File: src/rtl/microwave_ctrl.sv
// Microwave cook-timer sequencer: latches a cook time, counts it down on a
// prescaled tick, drives the magnetron enable and sounds an end-of-cook beep.
module microwave_ctrl #(
    parameter int TW       = 4,
    parameter int TICK_DIV = 4,
    parameter int BEEP_LEN = 3
) (
    input  logic          clk,
    input  logic          rst,
    input  logic [TW-1:0] tin,
    input  logic          load,
    input  logic          start,
    input  logic          stop,
    input  logic          door,
    output logic          p,
    output logic [TW-1:0] remain,
    output logic          done,
    output logic [1:0]    st
);

    localparam int PW = (TICK_DIV > 1) ? $clog2(TICK_DIV) : 1;
    localparam int BW = (BEEP_LEN > 0) ? $clog2(BEEP_LEN + 1) : 1;
    localparam logic [PW-1:0] PRESC_MAX = PW'(TICK_DIV - 1);
    localparam logic [BW-1:0] BEEP_INIT = BW'(BEEP_LEN - 1);

    typedef enum logic [1:0] {
        S_IDLE  = 2'd0,
        S_RUN   = 2'd1,
        S_PAUSE = 2'd2,
        S_DONE  = 2'd3
    } state_t;

    state_t        state, state_n;
    logic [TW-1:0] remain_n;
    logic [PW-1:0] presc, presc_n;
    logic [BW-1:0] beep, beep_n;
    logic          done_n;

    // NOTE: every next-value signal gets a hold default first, so no path
    // through the case statement can leave one unassigned and infer a latch.
    always_comb begin
        state_n  = state;
        remain_n = remain;
        presc_n  = presc;
        beep_n   = beep;
        done_n   = done;
        case (state)
            S_IDLE: begin
                if (load) begin
                    remain_n = tin;
                end else if (start && !door && remain != '0) begin
                    state_n = S_RUN;
                    presc_n = '0;
                end
            end
            S_RUN: begin
                // A pause request beats a same-cycle tick wrap.
                if (door || stop) begin
                    state_n = S_PAUSE;
                end else if (presc == PRESC_MAX) begin
                    presc_n = '0;
                    if (remain != '0) begin
                        remain_n = remain - TW'(1);
                    end
                    if (remain == TW'(1)) begin
                        state_n = S_DONE;
                        done_n  = 1'b1;
                        beep_n  = BEEP_INIT;
                    end
                end else begin
                    presc_n = presc + PW'(1);
                end
            end
            S_PAUSE: begin
                if (stop) begin
                    state_n  = S_IDLE;
                    remain_n = '0;
                    presc_n  = '0;
                end else if (start && !door) begin
                    state_n = S_RUN;
                end
            end
            S_DONE: begin
                remain_n = '0;
                if (stop || beep == '0) begin
                    state_n = S_IDLE;
                    done_n  = 1'b0;
                end else begin
                    beep_n = beep - BW'(1);
                end
            end
            default: state_n = S_IDLE;
        endcase
    end

    // NOTE: state registers use non-blocking assignments so every flop
    // samples the pre-edge values regardless of statement order.
    always_ff @(posedge clk) begin
        if (!rst) begin
            state  <= S_IDLE;
            remain <= '0;
            presc  <= '0;
            beep   <= '0;
            done   <= 1'b0;
            p      <= 1'b0;
        end else begin
            state  <= state_n;
            remain <= remain_n;
            presc  <= presc_n;
            beep   <= beep_n;
            done   <= done_n;
            p      <= (state_n == S_RUN);
        end
    end

    assign st = state;

endmodule

File: config.mk
export PLATFORM = sky130hd
export DESIGN_NAME = microwave_ctrl
export DESIGN_NICKNAME = d
export VERILOG_FILES = /design/src/rtl/microwave_ctrl.sv
export SDC_FILE = /design/constraint.sdc
export NUM_CORES = 1
export LEC_CHECK = 0
export BUFFER_PORTS_ARGS = -buffer_cell sky130_fd_sc_hd__buf_2
export CORE_ASPECT_RATIO = 0.8
export CORE_MARGIN = 2
export CORE_UTILIZATION = 31
export CTS_BUF_LIST = sky130_fd_sc_hd__clkbuf_8
export DETAILED_ROUTE_END_ITERATION = 8
export GPL_TIMING_DRIVEN = 0
export SYNTH_ARGS = -nofsm -noshare
export SYNTH_HDL_FRONTEND = slang
export SYNTH_SLANG_ARGS = --single-unit
File: constraint.sdc
create_clock -name clk -period 4.16 [get_ports clk]
set_input_delay 0.832 -clock clk [delete_from_list [all_inputs] [get_ports clk]]
set_output_delay 0.832 -clock clk [all_outputs]
set_load 0.1 [all_outputs]
==> results by stage, run 1 <==
Status:
- The flow ran to the end, and the final reports show no timing, DRC or antenna violations.

Timing:
- The summed negative setup slack over all endpoints is 0 ns.
- Setup repair after global routing left no endpoint under its margin.
- For the pin with the worst max-slew slack, the measured transition is 0.487 ns.
- The final number of max-transition violations is 0.
- The number of hold violations in the final report is 0.
- The worst path needs 1.99 ns of the cycle, external delays included.
- Clock skew on the completed layout was measured at 0.00318 ns.
- The final cycle utilization of the critical path is 47.8%.
- Setup violations remaining at the end of the flow were counted as 0.
- For this run, the top clock speed supported by timing is 503 MHz.
- In this run the tightest slew margin relative to its limit is 67.6%.

Pwr:
- For this design the total switching power over the nets is 167 uW.
- The portion of total power attributed to the clock network is 26.4%.
- The areal power density over the cells is 406 mW/mm^2.
- The analysis attributes to cell leakage a power of 0.437 nW.
- The internal portion of the total power is 234 uW.
- Of the total power, the share spent switching nets is 41.7%.
- Combinational logic burns 39.7% of the power.
- The sequential cell fraction of total power is 33.9%.
- The maximum vdd drop is 0.139 mV.

Logic synthesis:
- For this run, the number of Yosys warnings is 0.
- Synthesis inferred 12 register bits.
- A synthesized cell averages 8.55 sq um.
- The async set or reset register ratio after synthesis is 0%.
- The net count after synthesis is 111.
- The sequential cell area fraction in the yosys report is 29.3%.
- The most used flip-flop cell after synthesis is dfxtp_1.
- In the synthesized netlist, the number of instances is 96.
- Counting flops with a built-in enable in the synthesized netlist gives 0.
- Counting distinct cell types in the post-synthesis netlist gives 40.
- Summing every instance area after synthesis gives 821 sq um.

Finish:
- The share of layout cells above drive strength 1 is 23.5%.
- In the final design database the tool counted 132 nets.
- The library cell used most frequently in the layout, excluding fill and tap cells, is buf_2.
- The signed area change from the synthesized netlist to the final layout is 20.3%.
- The utilization of the core after routing is 39.8%.
- The count of inserted antenna diode cells is 0.
- In the layout the commonest cells are 17 x buf_2, 13 x nand2_1, 12 x dfxtp_1.
- The filler cells instantiated in the layout total 285.

Drt:
- The routed layout has 774 vias.
- The remaining antenna violation count after routing is 0.
- The post-detailed-routing wire length is 1.92 mm.
- Using the TritonRoute via totals, the vias-per-cell ratio works out to 5.13.
- The first detailed-routing pass ran for 4 iterations.
- The DRC marker count from the first detailed-route iteration is 25.
- The total DRC errors in the routed layout is 0.
- The routed wire length per instance is 12.7 um.

Critical path:
- The signal on the critical path passes through buf_2.
- The worst setup path is launched from a flop.
- The classification of the worst setup path is flop to output port.
- Data on the critical path is required at its endpoint by 3.33 ns.
- The number of buffers and inverters on the critical path is 1.
- The cell class contributing the biggest share of worst-path delay is buffers and inverters.
- The biggest fanout along the worst timing path is 7.
- The slowest stage cell on the critical path is buf_2.
- The path length in cells of the critical path is 1.
- On the worst path, the slowest cell contributes a delay of 0.47 ns.
- Counting cells, the worst reg-to-reg path comes to 6.
- STA classifies the critical path endpoint as an output port.
- STA puts the critical path data arrival time at 1.15 ns.

Floorplanning:
- In this run the count of I/O pins placed on the die edge is 18.
- The placeable core region is 0.00248 sq mm.
- Once the floorplan was initialized, standard cells occupied 33.1% of the core.
- The initialized floorplan defines 16 standard-cell rows.
- The die is 61.5 um wide.
- The floorplan step defined a die boundary enclosing 0.00308 sq mm.
- The chip height is 50.0 um.

Placed design:
- The final estimated routing congestion in global placement is 0.846.
- The number of buffers added on ports is 16.
- The detailed-placement wirelength estimate is 1.45 mm.

CTS:
- For this design, the CTS-stage hold fixing added 0 buffers.
- In this run, CTS created clock tree buffers numbering 3.
- The number of setup buffers added after CTS is 0.
- The root buffer cell chosen for the clock tree is clkbuf_8.
- The longest clock path from root to sink contains 2 buffers.
- The post-cts repair resize count is 0.
- The clock reaches the later pin of the worst-skew pair after 0.24 ns.
- After clock tree synthesis, the clock-pin slew on the worst setup and hold paths is 0.05 ns.
- CTS built an H-tree with a depth of 1.
- TritonCTS built the clock tree.
- The clock sink count is 12.

Flow run:
- The number of max-cap violations is 0.

Global route:
- For this run the aggregate overflow at the end of global routing stands at 0.
- Across every metal layer, demand over resource in global routing totals 13.5%.
- The initial antenna violation count came to 0.
- The first-pass GRT wire length is 3.06 mm.
- Entering global routing, the biggest net connects 11 pins.
- The number of global-route vias before repair was 694.

Worst hold path:
- Along the worst hold path, the cell count comes to 2.
- The worst hold-check path type is flop to flop.
## sequential cells by signal, summed over array words and instances, names as in the netlist
signal / cells
beep: 2
st: 2
presc: 2
done: 1
remain: 4
p: 1
## cell families (layout without fill, tap and decap cells)
group	after synthesis	count (layout)	synth area share, %
AND/OR/NAND/NOR	38	38	26.2
buffers and inverters	12	31	8.08
multiplexers	6	6	7.32
AO/OA/AOI/OAI	22	22	20.4
adder cells (fa/ha/maj)	5	5	7.62
flip-flops	12	12	29.3
XOR/XNOR	1	1	1.07
## power groups by stage
stage          combinational [mW]  sequential [mW]  clock [mW]
2_1_floorplan              0.0653            0.202           0
3_3_place_gp                0.157            0.138           0
3_5_place_dp                0.158            0.138           0
4_1_cts                     0.159            0.136       0.111
5_1_grt                     0.168            0.137       0.116
6_report                    0.159            0.136       0.106
## routing by layer
layer,vias to the layer above,routed length (um),part of all wire [%],GRT usage (%)
li1,382,-,-,-
met1,367,919,48,18.0
met2,23,900,47,20.5
met3,2,84,4.4,4.72
met4,0,11,0.57,3.19
met5,-,0,0,0
## worst register-to-register path, delay by kind of cell (launching register included)
kind / cells / cell delay, ns
compound gates: 3 / 0.66
buf+inv: 1 / 0.11
simple gates: 1 / 0.17
flops: 1 / 0.42
fa+ha+maj: 1 / 0.20
## final cells by class
class / instances / area [sq um] / area share (%)
Inverter: 7 / 26.3 / 2.66
Clock buffer: 3 / 41.3 / 4.18
Timing Repair Buffer: 16 / 80.1 / 8.11
Tap cell: 36 / 45.0 / 4.56
Buffer: 5 / 40.0 / 4.06
Multi-Input combinational cell: 72 / 514 / 52.1
Sequential cell: 12 / 240 / 24.3
## synth_stat cells (2+ instances only)
cell | count | area (sq um)
nor3b_1 | 2 | 15.0
o211ai_1 | 4 | 30.0
inv_1 | 7 | 26.3
ha_1 | 5 | 62.6
nand2b_1 | 3 | 18.8
nor2_1 | 4 | 15.0
o22ai_1 | 2 | 12.5
nand3b_1 | 2 | 15.0
o31ai_1 | 2 | 15.0
mux2i_1 | 6 | 60.1
nor3_1 | 2 | 10.0
buf_6 | 2 | 22.5
nor2b_1 | 2 | 12.5
nand2_1 | 13 | 48.8
dfxtp_1 | 12 | 240
a21oi_1 | 3 | 15.0
o21ai_0 | 2 | 10.0
## metrics by stage
step | instances | setup slack, ns | hold slack (ns) | total power [mW] | area [sq um]
4_1_cts | 151 | 2.16 | 0.470 | 0.405 | 987
5_1_grt | 151 | 2.12 | 0.496 | 0.421 | 987
3_3_place_gp | 148 | 2.14 | 0.448 | 0.295 | 946
2_1_floorplan | 96 | 1.82 | 0.438 | 0.267 | 821
6_report | 151 | 2.17 | 0.462 | 0.400 | 987
3_5_place_dp | 148 | 2.13 | 0.462 | 0.296 | 946
## path summary, 6_finish.rpt
kind / startpoint / end / slack, ns
min reg2reg: beep[1] / beep[1] / 0.46
max reg2reg: remain[0] / presc[1] / 2.49
min: beep[1] / beep[1] / 0.46
max: remain[2] / remain[2] / 2.17
Power figures use the tool's default switching activity.
==> run 2: changes to the inputs <==
- ABC_AREA: not set -> 1
- clock period: 4.16 -> 1.75 ns (I/O delays scaled with it)
==> run 2 against run 1 <==
  * Critical path depth stayed put
  * Cell area fell by 2.8%
  * Clock power is 140% higher
  * Global-route usage rose by 0.45 points
  * Routed wire length shrank 11%
  * Cell count increased by 19%
  * Synthesized cell count rose by 28%
  * Via count rose by 4.0%
  * Clock skew is 0.0018 ns higher
  * Sequential power rose to 2.7 times the previous value
  * Worst hold slack worse by 0.095 ns
  * Critical path type unchanged
  * Critical endpoint is now st[1]
==> results by stage, run 2 <==
Timing:
- Timing would allow up to 684 MHz.
- The final number of max-transition violations is 0.
- The slew of the pin with the lowest slew margin is 0.487 ns.
- The worst clock skew on the final layout is 0.00502 ns.
- Setup repair after global routing left no endpoint under its margin.
- Hold is met by 0.368 ns.
- Setup total negative slack on the finished layout was measured at 0 ns.
- The number of setup violations in the final report is 0.
- The worst relative slew slack is 67.7%.
- The number of hold violations in the final report came to 0.
- The post-layout minimum cycle time is 1.46 ns.
- The final cycle utilization of the critical path is 83.5%.

Global route:
- The global routing met3 resource utilization is 6.37%.
- The first-pass GRT wire length is 3.11 mm.
- The largest net degree at the start of global routing is 11.
- After global routing, the most crowded layer is met2.
- The number of global-route vias before repair is 703.
- The met1 usage in global routing is 19.5%.
- The total overflow left after global routing is 0.
- The initial antenna violation count is 0.
- The overall track demand over capacity in global routing is 13.9%.
- The routing usage on met2 is 19.9%.

Worst hold path:
- In this run the worst hold path is classified as input port to flop.
- Along the worst hold path, the cell count comes to 3.
- In this run the most critical hold path is launched from rst.
- The worst-case hold path end point is st[0].

Finish:
- The share of layout cells above drive strength 1 is 28.7%.
- remain holds more flip-flops than any other register.
- Measured on the finished design, the core utilization comes to 39.6%.
- The library cell used most frequently in the layout, excluding fill and tap cells, is nand2_1.
- In the layout the commonest cells are 29 x nand2_1, 26 x nor2_1, 18 x buf_2.
- The register with the most flip-flops in the layout has 4 of them.
- The count of inserted antenna diode cells is 0.
- The finished layout cell area is 960 sq um.
- The final-stage net count is 160.
- Compared with the post-synthesis result, the final layout area differs by 22.7%.

Critical path:
- The kind of start point of the critical path is a flop.
- The worst setup path is captured at an output port.
- In this run the critical register-to-register path is launched from remain[0].
- The terminus of the critical flop-to-flop path is remain[3].
- Of all nets on the critical path, the largest fanout is 7.
- The cell class contributing the biggest share of worst-path delay is buffers and inverters.
- The slowest stage of the critical path is the buf_2 cell.
- For the worst setup path, the data arrival time is 1.11 ns.
- Walking the worst path, the cells encountered are buf_2.
- The worst-case register-to-register setup slack is 0.46 ns.
- The critical path data required time is 1.40 ns.
- The delay of the slowest cell on the worst path is 0.46 ns.
- The number of cell instances on the worst register-to-register path is 8.
- The total buffers and inverters traversed by the critical path is 1.
- The setup path with the least slack is of type flop to output port.

Logic synthesis:
- The synthesis-stage register bit count is 12.
- In this run the cell area of the synthesized design comes to 782 sq um.
- Synthesis produced a netlist with a net count of 138.
- A synthesized cell averages 6.36 sq um.
- The share of Yosys cell area claimed by the top area cell type is 30.7%.
- The largest total area in the synthesized netlist belongs to dfxtp_1.
- The async set or reset register ratio after synthesis is 0%.
- The area fraction in and, or, nand and nor cells after synthesis is 44.8%.
- The most frequent cell after synthesis is nand2_1.
- In the synthesized netlist, mux cells make up 0% of the area.
- The commonest cells after synthesis are 29 x nand2_1, 26 x nor2_1, 12 x dfxtp_1.
- Summing the areas of all fa, ha and maj instances in the mapped netlist gives 8.00% of the synthesized area.
- The number of warnings reported in the yosys synthesis log is 0.
- The number of library cell types mapped by synthesis is 21.
- After technology mapping, the gate count stands at 123.
- Summing the areas of all xor and xnor instances in the mapped netlist gives 1.12% of the synthesized area.
- The compound-gate portion of the synthesized area is 7.04%.
- The sequential cell area fraction in the yosys report is 30.7%.
- The combinational family with the most area after synthesis is simple AND/OR/NAND/NOR gates.
- The number of synthesized flops with an enable pin is 0.
- In the synthesized netlist the dominant register cell turns out to be dfxtp_1.
- Sorting the synthesized cells by area gives the leading types as dfxtp_1 31%, nand2_1 14%, nor2_1 12%.

Placed design:
- The HPWL after detailed placement is 1.33 mm.
- The final estimated routing congestion in global placement is 0.824.
- In this run the tool buffered the top-level ports with 17 buffer cells.
- The placed standard-cell area is 918 sq um.

Drt:
- In this run the remaining antenna-violating nets after routing total 0.
- After detailed routing, the average wire length per cell comes to 9.50 um.
- The post-detailed-route via-to-cell ratio is 4.50.
- In the routed design, unresolved DRC markers number 0.
- The total iterations of the first detailed-routing run is 4.
- The routed design has 1.70 mm of wire.
- The count of vias placed by the detailed router is 805.
- In this run, the number of DRC markers left after iteration 0 of detailed routing was 45.

Floorplanning:
- The die covers 0.00294 sq mm.
- The die is 60.2 um wide.
- The chip height is 48.9 um.
- The effective utilization at floorplan is 32.3%.
- In this run the count of I/O pins placed on the die edge is 18.
- The count of standard-cell rows is 16.
- The placeable core region is 0.00242 sq mm.

CTS:
- The deepest clock path buffer count is 2.
- TritonCTS built the clock tree.
- The cell sitting at the root of the clock tree is a clkbuf_8.
- TritonCTS created 3 clock buffers.
- The number of gates resized after CTS was 0.
- The number of setup buffers added after CTS is 0.
- The CTS clock-pin slew for the worst setup and hold paths is 0.05 ns.
- The clock sink count is 12.
- The later pin in the worst-skew pair is clocked with a latency of 0.24 ns.
- The number of H-tree branching levels is 1.
- After clock tree synthesis, the flow added hold-fix buffers numbering 0.

Status:
- The run finished with clean final reports.

Flow run:
- The number of max-cap violations is 0.

Pwr:
- For this design the static power due to leakage is 0.488 nW.
- The post-layout total power is 1.15 mW.
- The areal power density over the cells is 1200 mW/mm^2.
- The maximum vdd drop is 0.307 mV.
==> run 2: cell types whose count changed after synthesis, moves of 3 or more <==
cell      delta
nand3_1      +6
nor2_1      +22
inv_1        +4
mux2i_1      -6
nand2_1     +16
o21ai_0      +3
nand2b_1     -3
nor2_2       +5
nand2_2      +4
o211ai_1     -4
inv_2        +4
==> run 2: logic make-up (layout without fill, tap and decap cells) <==
group | Yosys count | in the layout
adders and majority gates | 5 | 5
DFF | 12 | 12
and+or+nand+nor | 78 | 78
buffers and inverters | 17 | 37
AOI/OAI and AO/OA | 10 | 10
xor gates and xnor gates | 1 | 1
==> run 2: cell type report <==
type / count / area, sq um
tap: 36 / 45.0
sequential: 12 / 246
buffer: 1 / 5.00
clock buffer: 3 / 41.3
fill: 259 / 1460
inverter: 16 / 60.1
timing repair buffer: 17 / 85.1
multi-input combinational: 94 / 477
==> run 2: worst max path at each step <==
stage,from,to,slack [ns],depth (start not counted)
final,st[1],st[1],0.29,1
after global routing,st[1],st[1],0.25,1
after CTS,st[1],st[1],0.29,1
after detailed placement,remain[0],remain[3],0.47,8
after global placement,remain[0],remain[3],0.49,8
after floorplan,remain[3],remain[3],0.02,7
==> run 2: worst reg2reg max path, stage by stage, from the launching register on <==
cell and delay, ns:
dfxtp_2 0.34, inv_1 0.10, ha_1 0.21, nand2_1 0.08
nor2_1 0.04, nor2_1 0.11, nand2_2 0.13, nor2_1 0.13
nor2_1 0.05
==> run 2: stage by stage <==
stage	worst slack, ns	std cells
finish	0.289	179
global route	0.252	179
CTS	0.287	179
detailed placement	0.470	176
global placement	0.488	176
floorplan	0.0223	123
==> run 2: routing by layer <==
layer	share of wire [%]	wire length, um
met5	0	0
met1	50	849
met2	44	749
met4	0.59	10
met3	5.4	91
==> run 2: report_power, final <==
group	switching [mW]	internal, mW	total (mW)	leakage [nW]
registers	0.0421	0.320	0.362	0.100
logic	0.405	0.131	0.536	0.366
clock network	0.102	0.152	0.254	0.0216
